[src/rtl/truth_table_sweeper.sv]
// truth_table_sweeper: steps a combinational gate through every input
// combination, samples its output twice per vector after a settle delay,
// builds the measured truth table and compares it against an expected ID.
module truth_table_sweeper #(
  parameter int N_IN          = 3,
  parameter int SETTLE_CYCLES = 4,
  parameter int CNT_W         = 8
) (
  input  logic                 clk,
  input  logic                 rst,
  input  logic                 start,
  input  logic                 abort,
  input  logic [2**N_IN-1:0]   expected,
  input  logic                 dut_out,
  output logic [N_IN-1:0]      dut_in,
  output logic                 busy,
  output logic                 done,
  output logic [2**N_IN-1:0]   table_out,
  output logic                 table_valid,
  output logic                 match,
  output logic                 glitch
);

  typedef enum logic [2:0] {
    IDLE,
    DRIVE,
    SETTLE,
    SAMPLE,
    CONFIRM,
    DONE
  } state_t;

  state_t           state;
  logic [N_IN-1:0]  index;
  logic [CNT_W-1:0] counter;
  logic             sample_a;

  // Sweep sequencer: drives vectors, waits out the settle time, double-samples
  // the gate output and assembles the table bit addressed by the vector.
  always_ff @(posedge clk or posedge rst) begin
    if (rst) begin
      state       <= IDLE;
      dut_in      <= '0;
      done        <= 1'b0;
      table_out   <= '0;
      table_valid <= 1'b0;
      glitch      <= 1'b0;
      index       <= '0;
      counter     <= '0;
      sample_a    <= 1'b0;
    end else begin
      done <= 1'b0;
      if (abort && (state != IDLE)) begin
        // Partial table is kept for inspection but never marked valid.
        state       <= IDLE;
        dut_in      <= '0;
        table_valid <= 1'b0;
      end else begin
        case (state)
          IDLE: begin
            if (start && !abort) begin
              state       <= DRIVE;
              dut_in      <= '0;
              index       <= '0;
              table_out   <= '0;
              table_valid <= 1'b0;
              glitch      <= 1'b0;
            end
          end
          DRIVE: begin
            counter <= CNT_W'(SETTLE_CYCLES);
            state   <= (SETTLE_CYCLES == 0) ? SAMPLE : SETTLE;
          end
          SETTLE: begin
            counter <= counter - 1'b1;
            if (counter == CNT_W'(1)) begin
              state <= SAMPLE;
            end
          end
          SAMPLE: begin
            sample_a <= dut_out;
            state    <= CONFIRM;
          end
          CONFIRM: begin
            table_out[index] <= dut_out;
            if (sample_a != dut_out) begin
              glitch <= 1'b1;
            end
            if (index == '1) begin
              // done/table_valid are registered here so they are visible
              // during the single DONE cycle.
              state       <= DONE;
              done        <= 1'b1;
              table_valid <= 1'b1;
              dut_in      <= '0;
            end else begin
              index  <= index + 1'b1;
              dut_in <= index + 1'b1;
              state  <= DRIVE;
            end
          end
          DONE: begin
            state <= IDLE;
          end
          default: begin
            state <= IDLE;
          end
        endcase
      end
    end
  end

  assign busy  = (state != IDLE);
  assign match = table_valid && (table_out == expected);

endmodule

[config.mk]
export PLATFORM = sky130hd
export DESIGN_NAME = truth_table_sweeper
export DESIGN_NICKNAME = d
export VERILOG_FILES = /design/src/rtl/truth_table_sweeper.sv
export SDC_FILE = /design/constraint.sdc
export NUM_CORES = 1
export LEC_CHECK = 0
export ABC_AREA = 1
export BUFFER_PORTS_ARGS = -buffer_cell sky130_fd_sc_hd__buf_2
export CAP_MARGIN = 20
export CORE_MARGIN = 1.5
export CORE_UTILIZATION = 35
export CTS_CLUSTER_DIAMETER = 80
export CTS_CLUSTER_SIZE = 10
export DETAILED_ROUTE_END_ITERATION = 7
export PLACE_DENSITY_LB_ADDON = 0.12
export SYNTH_ARGS = -nofsm -noshare
export SYNTH_HDL_FRONTEND = slang
export SYNTH_SLANG_ARGS = --single-unit
[constraint.sdc]
create_clock -name clk -period 1.1 [get_ports clk]
set_input_delay 0.11 -clock clk [delete_from_list [all_inputs] [get_ports clk]]
set_output_delay 0.11 -clock clk [all_outputs]
set_load 0.02 [all_outputs]
After elaboration in Yosys (flattened, before gate mapping)
Index checks and enable logic that the tools add are counted.

storage, ports and cells
  bits in latches = 0
  register bits = 29
  memory bits (writable) = 0
  output and inout port bits = 16
  memory bits (read-only) = 0
  input bits = 13
  memories kept = 0

operators by class
  shift-type cells = 0
  div/mod/pow operators = 0
  bitwise gates (word level) = 1
  reductions and logical operators = 18
  $mul = 0
  multiplexer cells = 26
  add/sub/neg operators = 2
  equal/unequal tests = 14
  magnitude comparators = 2

operators by type and width
  kind                 number
  $pmux 8 s2           2
  $mux 3               8
  $pmux 3 s5           1
  $pmux 3 s2           2
  $ne 3x3->1 const B   3
  $bwmux 8             1
  $eq 8x1->1 const B   1
  $eq 8x8->1           1
  $mux 1               8
  $mux 8               1
  $reduce_and 2->1     4
  $reduce_and 4->1     2
  $sub 8x1->8 const B  1
  $eq 3x2->1 const B   2
  $eq 3x3->1 const B   2
  $ne 2x2->1 const B   3
  $reduce_and 3->1     2
  $reduce_bool 3->1    2
  $logic_and 1x1->1    4
  $lt 3x4->1 const B   1
  $pmux 1 s2           2
  $reduce_bool 2->1    2
  $add 3x1->3 const B  1
  $demux 1 s3          1
  6 further kinds      6

Logic depth before layout (Yosys ltp)
Gate-level depths: netlist (run 1).

  depth in word-level cells = 6
  gate-level depth with buffers = 8

Least setup slack after synthesis (run 1)
Ideal clock, no wire load.

  path type = register to register
  start = register state[0]
  end = register index[2]
  arrival = 1.184 ns
  period minus slack after synthesis = 1.301 ns
  setup time = 0.118 ns
  setup slack = -0.201 ns
  cell stages (with the launch flop) = 9
  path through = dfrtp_1 -> nor2_4 -> nand2_1 -> inv_2 -> nand2_2 -> nand2_4 -> nand2_2 -> nand2_1 -> o21ai_2

on the way
  cells in the longest elaborated chain, start to end = 4
  elaborated cells on any way between the ends = 10
  those cells by class = eq/ne: 3; mux: 1; bitwise: 1; reduce/logical: 5

RTL lines
  what                        RTL line  RTL
  start, declared             33        state_t state;
  start signal, assigned      72        state <= (SETTLE_CYCLES == 0) ? SAMPLE : SETTLE;
  $reduce_bool 3->1           -
  via busy                    16        output logic busy,
  $logic_and 1x1->1           53        if (abort && (state != IDLE)) begin
  $not 1->1 (no line)         -
  $reduce_and 4->1 (no line)  -
  end signal, assigned        97        index <= index + 1'b1;
  end, declared               34        logic [N_IN-1:0] index;

The timed path passes the listed nets, and every way through them passes these cells.
A chain may end at the register's enable or synchronous reset.

Worst setup path in the final report (run 1)
  start = register table_out[0]
  end = output match

on the way
  cells in the longest elaborated chain, start to end = 2

RTL lines
  what                             RTL line  RTL
  start, declared                  18        output logic [2**N_IN-1:0] table_out,
  start signal, assigned by index  85        table_out[index] <= dut_out;
  $eq 8x8->1                       114       assign match = table_valid && (table_out == expected);
  $logic_and 1x1->1                114
  end, declared                    20        output logic match,

No other way between the ends.

==> results.py, run 1 <==
metrics = {
    "power_and_ir_drop": {
        "power_switching_mw": 2.34,
        "p_seq_share_pct": 27.5,
        "clkPwrFrac_pct": 15.7,
        "p_leak_nw": 1.45,
        "p_sw_share_pct": 42.5,
        "intPower_mw": 3.17,
        "combPwrFrac_pct": 56.8,
        "vdd.ir_drop.worst_mv": 1.34,
        "powerDensity_nw_per_um2": 2010,
    },
    "global_route": {
        "grt_max_degree": 30,
        "grt_overflow": 0,
        "grt_pass1_wl_mm": 7.65,
        "grt_antenna_before_repair": 0,
        "grt_pass1_vias": 1713,
        "grtUsageTotal_pct": 19.1,
    },
    "yosys": {
        "yosysUniqueCellTypes": 27,
        "synth.avg_cell_area_um2": 7.37,
        "synth_commonest_cells": "nand2_1, dfrtp_1, inv_1",
        "yosysWarnings": 0,
        "netlist.area_leader.share_pct": 42.6,
        "netlist_area_um2": 1700,
        "synth-seq-area-share_pct": 42.6,
        "syn_inst": 231,
        "synth_top_cell_by_area": "dfrtp_1",
        "synth_nets": 248,
        "ys_async_sr_fraction_pct": 100,
        "synth_most_common_cell": "nand2_1",
        "synth_seq_cells": 29,
        "synth-edff-count": 0,
        "synth_area_leaders": "dfrtp_1, nand2_1, inv_1",
        "synth-main-ff-cell": "dfrtp_1",
    },
    "critical_path": {
        "crit_start": "table_out[0]",
        "worstPathRequired_ns": 0.99,
        "crit_type": "reg -> out",
        "worstPathArrival_ns": 1.32,
        "crit_fanout": 2,
        "cp-end-kind": "primary output",
        "rr_startpoint": "state[1]",
        "critPathLaunchType": "flip-flop",
    },
    "min_path": {
        "holdCritPathClass": "in -> reg",
        "hold_start": "dut_out",
    },
    "drt": {
        "antenna_left": 0,
        "drt-wirelength-per-cell_um": 12.3,
        "drt_iter0_drc": 63,
        "num_vias": 1748,
        "drt-pass1-iter-count": 4,
        "avgViaCountPerCell": 4.75,
        "drt_wl_total_mm": 4.52,
        "drc": 0,
    },
    "die": {
        "die_w_um": 72.7,
        "core.rowCount": 25,
        "die_h_um": 72.7,
        "dieArea_um2": 5290,
        "io_pins": 29,
        "initial_core_util_pct": 36.3,
        "coreArea_um2": 4690,
    },
    "finish": {
        "final_nets": 330,
        "drive_above_1_share_pct": 50.0,
        "fin_util_pct": 58.4,
        "diodes": 0,
        "final_design_area_no_fill_um2": 2740,
        "area_growth_pct": 61.1,
    },
    "clock_tree": {
        "clock_path_buffers": 2,
        "htreeDepth": 2,
        "numCtsBuffers": 5,
        "cts-root-buf": "clkbuf_8",
        "cts_tree": "done",
        "clock_sink_count": 29,
        "clock_latency_ns": 0.28,
        "path_clk_slew_ns": 0.07,
    },
    "sta": {
        "finalSetupViolCount": 27,
        "fmax_mhz": 699,
        "max-slew-margin-rel_pct": 74.3,
        "min_period_ns": 1.43,
        "rsz0062_at_grt": "yes",
        "post-route-period-util_pct": 130,
        "hold_viol": 0,
        "layout_setup_ws_ns": -0.331,
        "fin_skew_ns": 0.00417,
        "tightest_slew_ns": 0.386,
        "slew_violations": 0,
    },
    "flow_run": {
        "maxCapViolations": 0,
    },
    "status": {
        "violations": "negative setup slack",
        "run_status": "finished, violations left",
    },
    "placement": {
        "finalWeightedCongestion": 0.816,
        "post_dp_cell_area_um2": 2170,
        "dp_hpwl_mm": 2.98,
        "port_buffers": 28,
    },
}
[metrics by stage]
step                      setup TNS [ns]  setup slack (ns)  hold WS (ns)  cells  total power [mW]
after floorplan                    -1.23           -0.0926         0.188    231              2.86
after global placement             -2.14            -0.138         0.207    341              3.66
after detailed placement           -2.54            -0.129         0.208    341              3.67
after CTS                          -3.45            -0.314        0.0975    363              5.24
after global routing               -5.80            -0.399        0.0932    368              5.96
final                              -3.91            -0.331        0.0930    368              5.51
[repair_timing]
| item | 4_1_cts | 5_1_grt |
|---|---|---|
| endpoints found under the hold margin | 29 | 0 |
| pin swaps | 30 | 23 |
| hold buffers | 1 | 0 |
| buffers inserted | 13 | 8 |
| resized for setup | 57 | 39 |
| setup endpoints to repair | 28 | 33 |
| cloned | 1 | 0 |
[cell type report]
class	instances	area, um2
fillers	448	1950
multi-input cells	167	1140
flip-flops and latches	29	729
repair buffers	75	583
inverters	35	136
clock buffers	6	72.6
well taps	54	67.6
clock inverters	2	10.0
[critical path, stage by stage, from the launching register on]
cell and delay [ns]:
dfrtp_1 0.38, buf_6 0.11, o22ai_2 0.06, nor2_1 0.11, nand3_1 0.14, nor2_4 0.12
buf_6 0.12
[cells in the final DEF, fill, tap and decap left out, types with 2 or more instances in the layout]
master,count
inv_2,10
ha_4,2
nand2_1,62
nor2_1,13
dfrtp_2,3
nor3_1,8
nor2_4,4
buf_2,23
nand3_4,2
nand4_1,6
o21ai_1,5
o21ai_2,12
nand3_1,7
nor2_2,2
buf_4,31
nand2_8,2
nand2_4,12
inv_4,2
inv_1,23
clkinv_2,2
dfrtp_1,26
buf_6,20
clkbuf_8,5
nand2_2,9
nand3_2,8
[flip-flops by register name (all words and copies together), names as in the netlist]
| signal | cells |
|---|---|
| counter | 8 |
| done | 1 |
| dut_in | 3 |
| glitch | 1 |
| index | 3 |
| sample_a | 1 |
| state | 3 |
| table_out | 8 |
| table_valid | 1 |
[worst paths after layout]
kind / endpoint / cells after the start / slack (ns)
worst max-delay path: match / 6 / -0.33
worst min-delay path: sample_a / 3 / 0.09
worst max register to register: index[2] / 8 / -0.19
worst min register to register: dut_in[1] / 2 / 0.48
max in group asynchronous: state[1] / 4 / 0.35
min in group asynchronous: table_out[2] / 4 / 0.44
[power by group through the flow]
| stage | clock, mW | sequential, mW | combinational (mW) |
|---|---|---|---|
| finish | 0.863 | 1.51 | 3.13 |
| floorplan | 0 | 1.52 | 1.35 |
| global route | 0.948 | 1.55 | 3.47 |
| global placement | 0 | 1.50 | 2.16 |
| CTS | 0.900 | 1.50 | 2.84 |
| detailed placement | 0 | 1.50 | 2.17 |
[kinds of logic (layout without fill, tap and decap cells)]
logic type	count (synthesis)	after routing	share of synthesized area (%)
buffers and inverters	36	118	8.38
flip-flops	29	29	42.6
XOR/XNOR	2	2	1.03
AND/OR/NAND/NOR	138	139	37.8
adder cells (fa/ha/maj)	4	4	2.94
AO/OA/AOI/OAI	22	22	7.21
[routing by layer]
layer	GRT usage [%]	routed length (um)
met5	0	0
met4	7.97	89
met3	4.97	152
met2	33.5	2460
met1	22.0	1820
Note: power is estimated with default switching activity, not from simulation.
==> inputs of run 2 (changes only) <==
- ABC_AREA: 1 -> not set
- HOLD_SLACK_MARGIN: not set -> 0.06
==> run 2 against run 1 <==
  * Wire length grew 13%
  * Clock skew up 0.0032 ns
  * Final area rose by 9.7%
  * Largest cell class unchanged
  * Critical path depth down 3
  * Register-to-register slack lost 0.25 ns
  * Core utilization rose by 3.6 points
  * Non-clock buffer count up 24
  * Sequential cell count stayed put
  * Sequential power shrank 15%
  * Highest routed layer unchanged
  * The flow still finishes with violations (negative setup slack)
==> results.py, run 2 <==
metrics = {
    "global_route": {
        "grtUsageTotal_pct": 20.2,
        "grt_overflow": 0,
        "grt_antenna_before_repair": 0,
        "grt_pass1_wl_mm": 8.49,
        "grt_max_degree": 30,
        "grt_pass1_vias": 1808,
    },
    "placement": {
        "dp.cells": 313,
        "finalWeightedCongestion": 0.946,
        "post_dp_cell_area_um2": 2470,
        "dp_hpwl_mm": 3.51,
        "port_buffers": 28,
    },
    "yosys": {
        "synth_commonest_cells": "dfrtp_1, inv_1, xnor2_1",
        "synth-seq-area-share_pct": 40.3,
        "syn_inst": 183,
        "synth_mux_area_share_pct": 1.18,
        "synth-edff-count": 0,
        "ys_async_sr_fraction_pct": 100,
        "synth-main-ff-cell": "dfrtp_1",
        "netlist.area_leader.share_pct": 40.3,
        "synth_area_leaders": "dfrtp_1, xnor2_1, ha_1",
        "yosysWarnings": 0,
        "synth_seq_cells": 29,
        "synth.avg_cell_area_um2": 9.85,
        "synth_top_family_by_area": "simple AND/OR/NAND/NOR gates",
        "synth_most_common_cell": "dfrtp_1",
        "synth_top_cell_by_area": "dfrtp_1",
        "synthAdderAreaFrac_pct": 2.78,
        "synthXorXnorAreaFrac_pct": 4.86,
        "netlist_area_um2": 1800,
        "synth_nets": 200,
        "yosysUniqueCellTypes": 56,
        "synth_compound_area_share_pct": 20.6,
        "yosys.area_share.simple_pct": 23.0,
    },
    "status": {
        "violations": "negative setup slack",
        "run_status": "finished, violations left",
    },
    "critical_path": {
        "path_buf_inv": 0,
        "worstPathRequired_ns": 1.29,
        "crit_type": "reg -> reg",
        "cp-end-kind": "flip-flop",
        "worstPathArrival_ns": 1.72,
        "worstPathCellList": "or4_4, nand4b_1, o311ai_2",
        "crit_fanout": 3,
        "slowest_delay_ns": 0.56,
        "r2r_slack_ns": -0.44,
        "r2r_cells": 3,
        "cp.depth": 3,
        "critPathLaunchType": "flip-flop",
        "cp_slowest_cell": "or4_4",
        "cpLargestDelayFamily": "simple AND/OR/NAND/NOR gates",
    },
    "sta": {
        "tightest_slew_ns": 0.376,
        "finalSetupTns_ns": -9.54,
        "layout_setup_ws_ns": -0.437,
        "max-slew-margin-rel_pct": 75.0,
        "finalSetupViolCount": 31,
        "hold_viol": 0,
        "min_period_ns": 1.54,
        "fmax_mhz": 651,
        "whs_ns": 0.103,
        "rsz0062_at_grt": "yes",
        "fin_skew_ns": 0.00739,
        "slew_violations": 0,
        "post-route-period-util_pct": 140,
    },
    "die": {
        "die_h_um": 74.8,
        "core.rowCount": 25,
        "coreArea_um2": 4850,
        "die_w_um": 74.8,
        "io_pins": 29,
        "dieArea_um2": 5590,
        "initial_core_util_pct": 37.2,
    },
    "finish": {
        "layout_common_cells": "buf_4, dfrtp_1, buf_6",
        "drive_above_1_share_pct": 58.0,
        "final_nets": 290,
        "layout_commonest_cell": "buf_4",
        "area_growth_pct": 66.9,
        "post_layout_nonfiller_instances": 341,
        "diodes": 0,
        "final_design_area_no_fill_um2": 3010,
        "top_regs": "counter: 8 flops, table_out: 8 flops",
        "seq_area_um2": 731,
        "multi_input_area_um2": 1250,
        "n_fill_cell": 397,
    },
    "power_and_ir_drop": {
        "vdd.ir_drop.worst_mv": 0.848,
        "p_sw_share_pct": 31.9,
        "clkPwrFrac_pct": 25.2,
        "power.total_mw": 3.87,
        "p_seq_share_pct": 33.4,
        "power_switching_mw": 1.23,
        "p_leak_nw": 1.31,
        "powerDensity_nw_per_um2": 1290,
        "combPwrFrac_pct": 41.4,
        "intPower_mw": 2.63,
    },
    "clock_tree": {
        "clock_path_buffers": 2,
        "clock_latency_ns": 0.28,
        "cts-root-buf": "clkbuf_8",
        "numCtsBuffers": 5,
        "htreeDepth": 2,
        "cts_tree": "done",
        "path_clk_slew_ns": 0.07,
        "clock_sink_count": 29,
    },
    "drt": {
        "avgViaCountPerCell": 5.15,
        "drt_wl_total_mm": 5.08,
        "drt_iter0_drc": 86,
        "drt-pass1-iter-count": 4,
        "drt-wirelength-per-cell_um": 14.9,
        "drc": 0,
        "antenna_left": 0,
        "num_vias": 1756,
    },
    "min_path": {
        "hold_depth": 2,
        "holdCritPathClass": "in -> reg",
    },
    "flow_run": {
        "maxCapViolations": 0,
    },
}
run 2: changes by cell type after synthesis, sizes merged, moves of 8 or more:
| cell | delta |
|---|---|
| nand3 | -10 |
| xnor2 | +9 |
| o21ai | -9 |
| clkbuf | +8 |
| nand2 | -76 |
| inv | -22 |
| nor2 | -15 |
run 2: power groups by stage:
| stage | combinational [mW] | sequential (mW) | clock, mW |
|---|---|---|---|
| after floorplan | 0.740 | 1.32 | 0 |
| after global routing | 1.74 | 1.31 | 1.05 |
| final | 1.60 | 1.29 | 0.974 |
| after global placement | 1.18 | 1.30 | 0 |
| after CTS | 1.50 | 1.29 | 0.992 |
| after detailed placement | 1.21 | 1.31 | 0 |
run 2: worst register-to-register path, cell delays in order (launching register included):
cell	delay [ns]
dfrtp_1	0.39
or4_4	0.56
nand4b_1	0.23
o311ai_2	0.26
run 2: path summary, 6_finish.rpt:
check	end	start
worst min-delay path	sample_a	dut_out
worst min register to register	dut_in[0]	dut_in[0]
max in group asynchronous	table_out[4]	rst
min in group asynchronous	state[2]	rst
worst max-delay path	counter[7]	counter[3]
worst max register to register	counter[7]	counter[3]
run 2: per-layer routing:
metal / track usage, % / part of all wire, %
met5: 0 / 0
met2: 33.9 / 48
met3: 2.81 / 2.7
met1: 26.7 / 48
met4: 7.27 / 1.7
run 2: cells by family after synthesis:
logic type               count (synthesis)
XOR/XNOR                                10
multiplexers                             2
AND/OR/NAND/NOR                         61
flip-flops                              29
AO/OA/AOI/OAI                           48
buffers and inverters                   29
adder cells (fa/ha/maj)                  4
run 2: layout make-up:
cell class	count	area share [%]
Inverter	13	1.62
Multi-Input combinational cell	125	41.5
Tap cell	67	2.79
Sequential cell	29	24.3
Timing Repair Buffer	99	26.4
Clock inverter	1	0.166
Clock buffer	7	3.20
run 2: what timing repair did:
item / in CTS / in global routing
setup endpoints to repair: 32 / 34
resized for setup: 60 / 9
buffers inserted: 18 / 3
pin swaps: 18 / 6
hold buffers: 1 / 0
endpoints found under the hold margin: 29 / 0
run 2: through the flow:
step	utilization, %	setup WS (ns)
2_1_floorplan	-	-0.391
3_3_place_gp	51.0	-0.394
3_5_place_dp	51.0	-0.422
4_1_cts	60.9	-0.426
5_1_grt	62.0	-0.504
6_report	62.0	-0.437
==> inputs of run 3 (changes only) <==
- CELL_PAD_IN_SITES_DETAIL_PLACEMENT: not set -> 0
- CELL_PAD_IN_SITES_GLOBAL_PLACEMENT: not set -> 1
==> run 3 against run 2 <==
  * The run still ends with negative setup slack left
  * Power is 3.9% higher
  * Combinational power is 11% higher
  * Sequential power hardly changed
  * Clock skew is 0.0052 ns higher
  * Hold slack better by 0.012 ns
  * Sequential share of layout area is 1.1 points lower
  * Critical endpoint unchanged
  * Register-to-register slack worse by 0.05 ns
  * Largest cell class unchanged
==> results.py, run 3 (synthesis results as in run 2) <==
metrics = {
    "power_and_ir_drop": {
        "intPower_mw": 2.66,
        "power_switching_mw": 1.36,
        "powerDensity_nw_per_um2": 1270,
        "power.total_mw": 4.02,
        "p_leak_nw": 1.37,
        "p_seq_share_pct": 32.4,
        "combPwrFrac_pct": 44.2,
        "vdd.ir_drop.worst_mv": 0.595,
        "clkPwrFrac_pct": 23.4,
        "p_sw_share_pct": 33.7,
    },
    "finish": {
        "n_fill_cell": 383,
        "final_nets": 299,
        "layout_commonest_cell": "buf_4",
        "area_growth_pct": 76.2,
        "top_regs": "counter: 8 flops, table_out: 8 flops",
        "diodes": 0,
        "layout_common_cells": "buf_4, buf_6, dfrtp_1",
        "drive_above_1_share_pct": 61.8,
    },
    "drt": {
        "avgViaCountPerCell": 5.23,
        "antenna_left": 0,
        "drt_wl_total_mm": 5.69,
        "drt-wirelength-per-cell_um": 16.3,
        "drt-pass1-iter-count": 4,
        "drt_iter0_drc": 81,
        "num_vias": 1832,
        "drc": 0,
    },
    "critical_path": {
        "r2r_slack_ns": -0.48,
        "cp-endpoint": "counter[7]",
        "worstPathRequired_ns": 1.29,
        "r2r-end": "counter[7]",
        "crit_type": "reg -> reg",
        "r2r_cells": 3,
        "cp-end-kind": "flip-flop",
        "crit_fanout": 3,
        "worstPathArrival_ns": 1.77,
        "rr_startpoint": "counter[2]",
        "crit_start": "counter[2]",
        "critPathLaunchType": "flip-flop",
    },
    "die": {
        "io_pins": 29,
        "initial_core_util_pct": 37.2,
        "core.rowCount": 25,
        "die_h_um": 74.8,
        "die_w_um": 74.8,
        "coreArea_um2": 4850,
        "dieArea_um2": 5590,
    },
    "status": {
        "violations": "negative setup slack",
        "run_status": "finished, violations left",
    },
    "sta": {
        "fmax_mhz": 632,
        "slew_violations": 0,
        "tightest_slew_ns": 0.407,
        "rsz0062_at_grt": "yes",
        "min_period_ns": 1.58,
        "whs_ns": 0.115,
        "hold_viol": 0,
        "finalSetupViolCount": 31,
        "fin_skew_ns": 0.0126,
        "post-route-period-util_pct": 144,
        "max-slew-margin-rel_pct": 72.9,
        "layout_setup_ws_ns": -0.482,
    },
    "clock_tree": {
        "clock_sink_count": 29,
        "path_clk_slew_ns": 0.06,
        "numCtsBuffers": 5,
        "cts-root-buf": "clkbuf_8",
        "cts_tree": "done",
        "htreeDepth": 2,
        "clock_latency_ns": 0.29,
        "clock_path_buffers": 2,
    },
    "global_route": {
        "grt_max_degree": 30,
        "grt_antenna_before_repair": 0,
        "grt_pass1_wl_mm": 8.87,
        "grt_overflow": 0,
        "grt_pass1_vias": 1799,
        "grtUsageTotal_pct": 21.5,
    },
    "placement": {
        "dp_hpwl_mm": 3.73,
        "port_buffers": 28,
        "finalWeightedCongestion": 0.862,
    },
    "min_path": {
        "holdCritPathClass": "in -> reg",
    },
    "flow_run": {
        "maxCapViolations": 0,
    },
}
## run 3: worst max-delay path: stages, from the launching register on
cell      delay (ns)
dfrtp_1         0.39
or4_4           0.56
nand4b_1        0.25
o311ai_2        0.29
## run 3: power by group through the flow
stage / registers [mW] / logic [mW] / clock network, mW
detailed placement: 1.32 / 1.27 / 0
finish: 1.30 / 1.78 / 0.941
floorplan: 1.32 / 0.740 / 0
global placement: 1.31 / 1.23 / 0
CTS: 1.31 / 1.52 / 0.962
global route: 1.31 / 1.91 / 1.01
## run 3: how the worst min path moves through the flow
stage	from	to	slack, ns	cells after the start
finish	dut_out	sample_a	0.12	2
global route	dut_out	sample_a	0.13	2
CTS	dut_out	sample_a	0.11	2
detailed placement	rst	counter[5]	0.22	3
global placement	rst	table_out[2]	0.20	3
floorplan	rst	counter[0]	0.19	1
## run 3: timing repair
| item | 4_1_cts | 5_1_grt |
|---|---|---|
| resized for setup | 57 | 43 |
| hold buffers | 1 | 0 |
| hold endpoints to repair | 29 | 0 |
| setup buffers | 20 | 9 |
| endpoints found under the setup margin | 32 | 37 |
| pin swaps | 28 | 26 |
## run 3: per-stage QoR
step                      worst slack [ns]  cell area, um2  util (%)  instances  setup TNS (ns)
after global placement              -0.451            2510      51.8        318           -9.61
after floorplan                     -0.391            1970         -        183           -7.11
final                               -0.482            3170      65.5        350          -10.20
after detailed placement            -0.449            2510      51.8        318          -10.25
after CTS                           -0.468            2960      61.0        347          -10.73
after global routing                -0.540            3170      65.5        350          -11.52
## run 3: layer usage
metal	global-route usage, %	wire length (um)	share of wire [%]	vias to the layer above
li1	-	-	-	884
met1	27.8	2530	44	909
met2	35.2	2940	52	32
met3	3.61	153	2.7	7
met4	10.1	74	1.3	0
met5	0	0	0	-
## run 3: area by class of cell
cell class,count,area [um2],share of cell area (%)
flip-flops and latches,29,736,23.2
multi-input cells,125,1320,41.6
inverters,13,48.8,1.54
repair buffers,108,895,28.2
clock buffers,8,90.1,2.84
well taps,67,83.8,2.64
